## src/rtl/credits_pkg.sv

```systemverilog
// Shared types and constants for the credits scroller.
// Latency: n/a (definitions only).
// Backpressure: n/a.
package credits_pkg;

    typedef enum logic [1:0] {
        IDLE  = 2'd0,
        FETCH = 2'd1,
        SEND  = 2'd2,
        HOLD  = 2'd3
    } state_t;

    localparam int LCD_COLS = 16;
    localparam int LCD_ROWS = 2;

    localparam logic [6:0] ASCII_BLANK = 7'h20;

    // ROM line shown on a given LCD row: (top + row) wrapped into 0..num_lines-1.
    // top is always below num_lines, so one conditional subtract is enough.
    function automatic logic [3:0] line_of(input logic [3:0] top, input logic row,
                                           input int num_lines);
        logic [4:0] sum;
        sum = {1'b0, top} + {4'b0000, row};
        if (int'(sum) >= num_lines) begin
            sum = sum - 5'(num_lines);
        end
        return sum[3:0];
    endfunction

endpackage

```

## src/rtl/credits_scroller_if.sv

```systemverilog
// Char ROM lookup plus LCD character-write channel of the credits scroller.
// Latency: n/a (wiring only); rom_code is expected combinationally from rom_addr.
// Backpressure: lcd_valid/lcd_ready, payload held by the master until accepted.
interface credits_scroller_if;
    logic [7:0] rom_addr;
    logic [6:0] rom_code;
    logic       lcd_valid;
    logic       lcd_ready;
    logic       lcd_row;
    logic [3:0] lcd_col;
    logic [6:0] lcd_char;

    modport master (
        output rom_addr,
        input  rom_code,
        output lcd_valid,
        input  lcd_ready,
        output lcd_row,
        output lcd_col,
        output lcd_char
    );

    modport slave (
        input  rom_addr,
        output rom_code,
        input  lcd_valid,
        output lcd_ready,
        input  lcd_row,
        input  lcd_col,
        input  lcd_char
    );
endinterface

```

## src/rtl/credits_hold_timer.sv

```systemverilog
// Screen hold timer: expire is high in the last of HOLD_CYCLES enabled cycles.
// Latency: expire is combinational from the count, HOLD_CYCLES enabled cycles after clear.
// Backpressure: none; counts only while enable is high, clear has priority.
module credits_hold_timer #(
    parameter int HOLD_CYCLES = 50_000_000
) (
    input  logic clk,
    input  logic rst_n,
    input  logic clear,
    input  logic enable,
    output logic expire
);
    localparam int             W    = (HOLD_CYCLES > 1) ? $clog2(HOLD_CYCLES) : 1;
    localparam logic [W-1:0]   LAST = W'(HOLD_CYCLES - 1);

    logic [W-1:0] cnt;

    // Free count while enabled, wrapping at the terminal value.
    always_ff @(posedge clk or negedge rst_n) begin
        if (!rst_n) begin
            cnt <= '0;
        end else if (clear) begin
            cnt <= '0;
        end else if (enable) begin
            cnt <= (cnt == LAST) ? '0 : cnt + W'(1);
        end
    end

    assign expire = enable && (cnt == LAST);

endmodule

```

## src/rtl/credits_scroller.sv

```systemverilog
// Credits scroller: streams ROM text lines to a 2x16 LCD, one screen then a hold, then scroll.
// Latency: first LCD write 2 cycles after start, then one character per 2 cycles.
// Backpressure: lcd_valid held with stable row/col/char until lcd_ready; stop waits for it.
module credits_scroller
    import credits_pkg::*;
#(
    parameter int NUM_LINES   = 6,
    parameter int HOLD_CYCLES = 50_000_000,
    parameter int LOOP        = 1
) (
    input  logic               clk,
    input  logic               rst_n,
    input  logic               start,
    input  logic               stop,
    credits_scroller_if.master bus,
    output logic               busy,
    output logic               done
);
    localparam logic [3:0] LAST_COL  = 4'(LCD_COLS - 1);
    localparam logic       LAST_ROW  = 1'(LCD_ROWS - 1);
    localparam logic [3:0] LAST_LINE = 4'(NUM_LINES - 1);

    state_t     state, state_nxt;
    logic [3:0] top, top_nxt, top_inc;
    logic       row, row_nxt;
    logic [3:0] col, col_nxt;
    logic       stop_pend, stop_pend_nxt;
    logic       done_nxt;
    logic       hs;
    logic       hold_expire;

    assign hs            = bus.lcd_valid && bus.lcd_ready;
    assign top_inc       = (top == LAST_LINE) ? 4'd0 : top + 4'd1;
    assign bus.lcd_valid = (state == SEND);
    assign busy          = (state != IDLE);

    credits_hold_timer #(
        .HOLD_CYCLES(HOLD_CYCLES)
    ) u_hold (
        .clk    (clk),
        .rst_n  (rst_n),
        .clear  (state != HOLD),
        .enable (state == HOLD),
        .expire (hold_expire)
    );

    // State register.
    always_ff @(posedge clk or negedge rst_n) begin
        if (!rst_n) begin
            state <= IDLE;
        end else begin
            state <= state_nxt;
        end
    end

    // Next state and next screen position; a stop seen in SEND is remembered until accepted.
    always_comb begin
        state_nxt     = state;
        top_nxt       = top;
        row_nxt       = row;
        col_nxt       = col;
        stop_pend_nxt = stop_pend;
        done_nxt      = 1'b0;
        case (state)
            IDLE: begin
                if (start && !stop) begin
                    top_nxt       = 4'd0;
                    row_nxt       = 1'b0;
                    col_nxt       = 4'd0;
                    stop_pend_nxt = 1'b0;
                    state_nxt     = FETCH;
                end
            end
            FETCH: begin
                if (stop) begin
                    done_nxt  = 1'b1;
                    state_nxt = IDLE;
                end else begin
                    state_nxt = SEND;
                end
            end
            SEND: begin
                if (stop) begin
                    stop_pend_nxt = 1'b1;
                end
                if (hs) begin
                    if (stop || stop_pend) begin
                        stop_pend_nxt = 1'b0;
                        done_nxt      = 1'b1;
                        state_nxt     = IDLE;
                    end else if (col != LAST_COL) begin
                        col_nxt   = col + 4'd1;
                        state_nxt = FETCH;
                    end else if (row != LAST_ROW) begin
                        row_nxt   = 1'b1;
                        col_nxt   = 4'd0;
                        state_nxt = FETCH;
                    end else begin
                        state_nxt = HOLD;
                    end
                end
            end
            HOLD: begin
                if (stop) begin
                    done_nxt  = 1'b1;
                    state_nxt = IDLE;
                end else if (hold_expire) begin
                    top_nxt = top_inc;
                    if (LOOP == 0 && top_inc == 4'd0) begin
                        done_nxt  = 1'b1;
                        state_nxt = IDLE;
                    end else begin
                        row_nxt   = 1'b0;
                        col_nxt   = 4'd0;
                        state_nxt = FETCH;
                    end
                end
            end
            default: begin
                state_nxt = IDLE;
            end
        endcase
    end

    // Position, done pulse, ROM address (set on entry to FETCH) and LCD payload (latched in FETCH).
    always_ff @(posedge clk or negedge rst_n) begin
        if (!rst_n) begin
            top          <= 4'd0;
            row          <= 1'b0;
            col          <= 4'd0;
            stop_pend    <= 1'b0;
            done         <= 1'b0;
            bus.rom_addr <= 8'd0;
            bus.lcd_row  <= 1'b0;
            bus.lcd_col  <= 4'd0;
            bus.lcd_char <= ASCII_BLANK;
        end else begin
            top       <= top_nxt;
            row       <= row_nxt;
            col       <= col_nxt;
            stop_pend <= stop_pend_nxt;
            done      <= done_nxt;
            if (state_nxt == FETCH) begin
                bus.rom_addr <= {line_of(top_nxt, row_nxt, NUM_LINES), col_nxt};
            end
            if (state == FETCH) begin
                bus.lcd_char <= bus.rom_code;
                bus.lcd_row  <= row;
                bus.lcd_col  <= col;
            end
        end
    end

endmodule

```

## src/flat_wrapper.sv

```systemverilog
// flat-port wrapper written by rule: the top's interface ports become plain ports
module credits_scroller_flat import credits_pkg::*;
#(
    parameter int NUM_LINES   = 6,
    parameter int HOLD_CYCLES = 50_000_000,
    parameter int LOOP        = 1
)
  (clk, rst_n, start, stop, busy, done, bus_rom_addr, bus_rom_code, bus_lcd_valid, bus_lcd_ready, bus_lcd_row, bus_lcd_col, bus_lcd_char);
  credits_scroller_if bus_i ();
  input  logic clk;
  input  logic rst_n;
  input  logic start;
  input  logic stop;
  output logic busy;
  output logic done;
  output wire logic [$bits(bus_i.rom_addr)-1:0] bus_rom_addr;
  input wire logic [$bits(bus_i.rom_code)-1:0] bus_rom_code;
  output wire logic [$bits(bus_i.lcd_valid)-1:0] bus_lcd_valid;
  input wire logic [$bits(bus_i.lcd_ready)-1:0] bus_lcd_ready;
  output wire logic [$bits(bus_i.lcd_row)-1:0] bus_lcd_row;
  output wire logic [$bits(bus_i.lcd_col)-1:0] bus_lcd_col;
  output wire logic [$bits(bus_i.lcd_char)-1:0] bus_lcd_char;
  assign bus_rom_addr = bus_i.rom_addr;
  assign bus_i.rom_code = bus_rom_code;
  assign bus_lcd_valid = bus_i.lcd_valid;
  assign bus_i.lcd_ready = bus_lcd_ready;
  assign bus_lcd_row = bus_i.lcd_row;
  assign bus_lcd_col = bus_i.lcd_col;
  assign bus_lcd_char = bus_i.lcd_char;
  credits_scroller #(.NUM_LINES(NUM_LINES), .HOLD_CYCLES(HOLD_CYCLES), .LOOP(LOOP)) u_core (.clk(clk), .rst_n(rst_n), .start(start), .stop(stop), .bus(bus_i), .busy(busy), .done(done));
endmodule
```

## config.mk

```make
export PLATFORM = sky130hd
export DESIGN_NAME = credits_scroller_flat
export DESIGN_NICKNAME = d
export VERILOG_FILES = /design/src/rtl/credits_pkg.sv /design/src/rtl/credits_scroller_if.sv /design/src/rtl/credits_hold_timer.sv /design/src/rtl/credits_scroller.sv /design/src/flat_wrapper.sv
export SDC_FILE = /design/constraint.sdc
export NUM_CORES = 1
export LEC_CHECK = 0
export ABC_CLOCK_PERIOD_IN_PS = 3890
export CAP_MARGIN = 20
export CORE_MARGIN = 5
export CORE_UTILIZATION = 50
export DETAILED_ROUTE_END_ITERATION = 8
export PLACE_DENSITY_LB_ADDON = 0.05
export SLEW_MARGIN = 5
export SYNTH_ARGS = -nofsm -noshare
export SYNTH_HDL_FRONTEND = slang
export SYNTH_SLANG_ARGS = --single-unit
```

## constraint.sdc

```tcl
create_clock -name clk -period 3.89 [get_ports clk]
set_input_delay 1.167 -clock clk [delete_from_list [all_inputs] [get_ports clk]]
set_output_delay 1.167 -clock clk [all_outputs]
set_load 0.01 [all_outputs]
```

==> out/qor.csv <==
stage;metric;value;unit
worst_setup_path;CP most frequent cell;ha_1;
synthesis;Ys Warns;0;
hold_path;Min-Delay Path Depth;1;
timing;RSZ-0062 raised after global routing;no;
route;DR pass1 iterations;4;
timing;Worst-Margin Slew;0.739;ns
timing;clk_skew;0.00927;ns
placement;dpl ws;-0.00779;ns
clock_network;# H-tree levels;3;
timing;Rel. slew slack;50.7;%
synthesis;syn nets;325;
worst_setup_path;CP cell instances;clkdlybuf4s50_1 > nor4_2 > nand2_1 > a211o_1 > o22a_1 > ha_1 > ha_1 > inv_1 > or3_1 > a21o_1 > a31oi_1;
timing;post-layout min period;3.57;ns
worst_setup_path;R2R Setup Slk;0.73;ns
hold_path;hold_sp;u_core.u_hold.cnt[0];
route;routed wire length;6.44;mm
synthesis;Synth Register Bits;59;
hold_path;worst hold path endpoint;u_core.u_hold.cnt[0];
placement;Detailed Place HPWL;4.44;mm
synthesis;fraction of registers with async set/reset;100;%
route;drt initial violations;197;
synthesis;synthesized instance count;303;
final_layout;share of layout cells above drive strength 1;14.0;%
final_layout;Design Area, Final;0.00376;sq mm
synthesis;Netlist cell types;53;
synthesis;Syn Area/Cell;10.3;sq um
worst_setup_path;Worst EP arrival;3.83;ns
worst_setup_path;reg2reg start;u_core.u_hold.cnt[10];
route;vias post-DR;2426;
placement;Placed Cells incl. Taps;416;
clock_network;setup bufs post-CTS;0;
timing;worst hold slack;0.488;ns
die;Top Ports;35;
global_route;GR Overflow Total;0;
route;vias per cell;5.62;
power;pwr dens;470;mW/mm^2
clock_network;CTS tree;yes;
global_route;vias in the first global route;2361;
worst_setup_path;worst reg2reg path endpoint;u_core.bus.rom_addr[7];
clock_network;Clock Latency Late Sink;0.34;ns
timing;final worst-path cycle share;91.7;%
timing;post-route setup slack;0.323;ns
power;P_leak;1.59;nW
worst_setup_path;Worst Path Buf+Inv;2;
clock_network;Num CTS Buffers;9;
global_route;global-route wire length before repair;11.3;mm
worst_setup_path;R2R depth;11;
clock_network;Clk pin slew, worst setup/hold paths;0.06;ns
synthesis;Post-synth EDFFs;0;
final_layout;Area Overhead vs Synth;20.7;%
global_route;largest net degree at the start of global routing;60;
worst_setup_path;max incr delay on CP;0.46;ns
power;peak supply drop;0.419;mV
timing;final hold violations;0;
synthesis;synthesized cell area;0.00311;sq mm
worst_setup_path;Worst path top cell family by delay;compound AO/OA/AOI/OAI gates;
timing;max-slew violations;0;
global_route;All-Layer GR Usage;18.7;%
clock_network;CTS Sinks;59;
route;DRC viols;0;
die;Core Footprint;0.00599;sq mm
route;average wire per cell in the routed design;14.9;um
run_status;status;complete, no violations;
die;die area;0.00791;sq mm
final_layout;Finished Layout Cells;432;
final_layout;ant diodes;0;
clock_network;CTS Root Buffer Type;clkbuf_8;
die;die width;88.9;um
placement;gpl congestion;0.851;
worst_setup_path;kind of start point of the critical path;input pin;
worst_setup_path;WS Path Type;input pin to register;
worst_setup_path;Worst Setup End Kind;register;
synthesis;register area share after synthesis;47.4;%
synthesis;Post-synth top flop;dfrtp_1;
worst_setup_path;Worst Path Required;4.15;ns
clock_network;Max Root-Sink Buffers;2;
die;row cnt;28;
job;Max-cap violations;0;
timing;fmax;280;MHz
placement;post-place instance area;0.00360;sq mm
clock_network;Post-CTS Hold Fix Bufs;0;
worst_setup_path;Slowest-stage cell, CP;clkdlybuf4s50_1;
worst_setup_path;CP Max Fanout;2;
timing;Setup TNS Final;0;ns
clock_network;Resized cells post-CTS;0;
timing;Final setup viols;0;
route;antenna viol nets, final;0;
hold_path;worst hold path class;register to register;
die;initial core utilization;52.0;%
global_route;antenna violations before repair;0;
die;Vert. Die Dim;88.9;um
placement;port bufs;34;
final_layout;Post-layout nets;374;
through the flow:
| stage | power, mW | util [%] |
|---|---|---|
| floorplan | 1.08 | - |
| detailed placement | 1.33 | 60.2 |
| finish | 1.77 | 62.7 |
| global placement | 1.31 | 60.2 |
| CTS | 1.79 | 62.7 |
| global route | 1.88 | 62.7 |
Yosys cell counts, types with 2 or more instances:
| master | instances | area share, % |
|---|---|---|
| a211o_1 | 2 | 0.56 |
| a21o_1 | 3 | 0.72 |
| a21oi_1 | 8 | 1.3 |
| a22o_1 | 3 | 0.84 |
| a31oi_1 | 3 | 0.60 |
| a32oi_1 | 2 | 0.56 |
| a41oi_1 | 3 | 0.84 |
| and2_1 | 2 | 0.40 |
| and3_1 | 6 | 1.2 |
| and3b_1 | 2 | 0.56 |
| and4_1 | 4 | 1.1 |
| clkbuf_1 | 8 | 0.96 |
| dfrtp_1 | 58 | 47 |
| ha_1 | 10 | 4.0 |
| inv_1 | 16 | 1.9 |
| mux2_1 | 2 | 0.72 |
| mux2_2 | 16 | 5.8 |
| mux2i_1 | 2 | 0.64 |
| nand2_1 | 21 | 2.5 |
| nand2b_1 | 5 | 1.0 |
| nand3_1 | 13 | 2.1 |
| nand3_2 | 2 | 0.64 |
| nand4_1 | 7 | 1.4 |
| nor2_1 | 35 | 4.2 |
| nor3_1 | 6 | 0.96 |
| nor3b_1 | 2 | 0.48 |
| nor4b_1 | 2 | 0.56 |
| o2111ai_1 | 3 | 0.84 |
| o211ai_1 | 2 | 0.48 |
| o21a_1 | 2 | 0.48 |
| o21ai_0 | 8 | 1.3 |
| or3_1 | 4 | 0.80 |
| xnor2_1 | 8 | 2.2 |
| xor2_1 | 14 | 3.9 |
cell usage in the layout (no fill, tap or decap), types with 4 or more instances in the layout:
master,Yosys,final
dfrtp_1,58,58
nor2_1,35,35
clkdlybuf4s50_1,0,33
nand2_1,21,21
inv_1,16,16
mux2_2,16,16
xor2_1,14,14
nand3_1,13,13
buf_4,1,13
ha_1,10,10
clkbuf_8,0,9
o21ai_0,8,8
a21oi_1,8,8
xnor2_1,8,8
nand4_1,7,7
nor3_1,6,6
and3_1,6,6
nand2b_1,5,5
and4_1,4,4
or3_1,4,4
clkbuf_1,8,4
worst max-delay path by stage:
stage / startpoint / endpoint / slack (ns) / depth (start not counted)
after floorplan: stop / u_core.bus.rom_addr[7] / 0.12 / 11
after global placement: stop / u_core.bus.rom_addr[7] / 0.01 / 11
after detailed placement: stop / u_core.bus.rom_addr[7] / -0.008 / 11
after CTS: stop / u_core.bus.rom_addr[7] / 0.32 / 11
after global routing: stop / u_core.bus.rom_addr[5] / 0.09 / 12
final: stop / u_core.bus.rom_addr[7] / 0.32 / 11
where the power goes:
| group | internal (mW) | switching [mW] |
|---|---|---|
| sequential | 0.686 | 0.0404 |
| combinational | 0.292 | 0.289 |
| clock | 0.229 | 0.231 |
| total | 1.21 | 0.560 |
cells by family after synthesis:
group                    Yosys count  synth area share (%)
multiplexers                      20                  7.15
XOR/XNOR                          22                  6.19
buffers and inverters             25                  3.13
AND/OR/NAND/NOR                  120                  20.9
AO/OA/AOI/OAI                     47                  11.2
flip-flops                        59                  47.4
adder cells (fa/ha/maj)           10                  4.02
state kept, by name, indices dropped and copies added, names as in the netlist:
signal / count
u_core.bus.lcd_char: 7
u_core.bus.rom_addr: 8
u_core.state: 2
u_core.bus.lcd_row: 1
u_core.bus.lcd_col: 4
u_core.top: 4
u_core.row: 1
u_core.u_hold.cnt: 26
u_core.stop_pend: 1
u_core.col: 4
u_core.done: 1
metal layers:
layer	up-vias	GRT usage [%]	part of all wire [%]
met5	-	0	0
met4	0	7.83	1.6
met3	12	4.98	4.6
met2	45	26.2	43
met1	1179	27.3	51
li1	1190	-	-
final cells by class:
cell class,count,area [sq um]
repair buffers,47,433
clock inverters,3,15.0
clock buffers,13,139
multi-input cells,219,1540
flip-flops and latches,59,1480
well taps,75,93.8
fillers,489,2230
inverters,16,60.1
No activity file was read; power rests on OpenSTA's default activity.
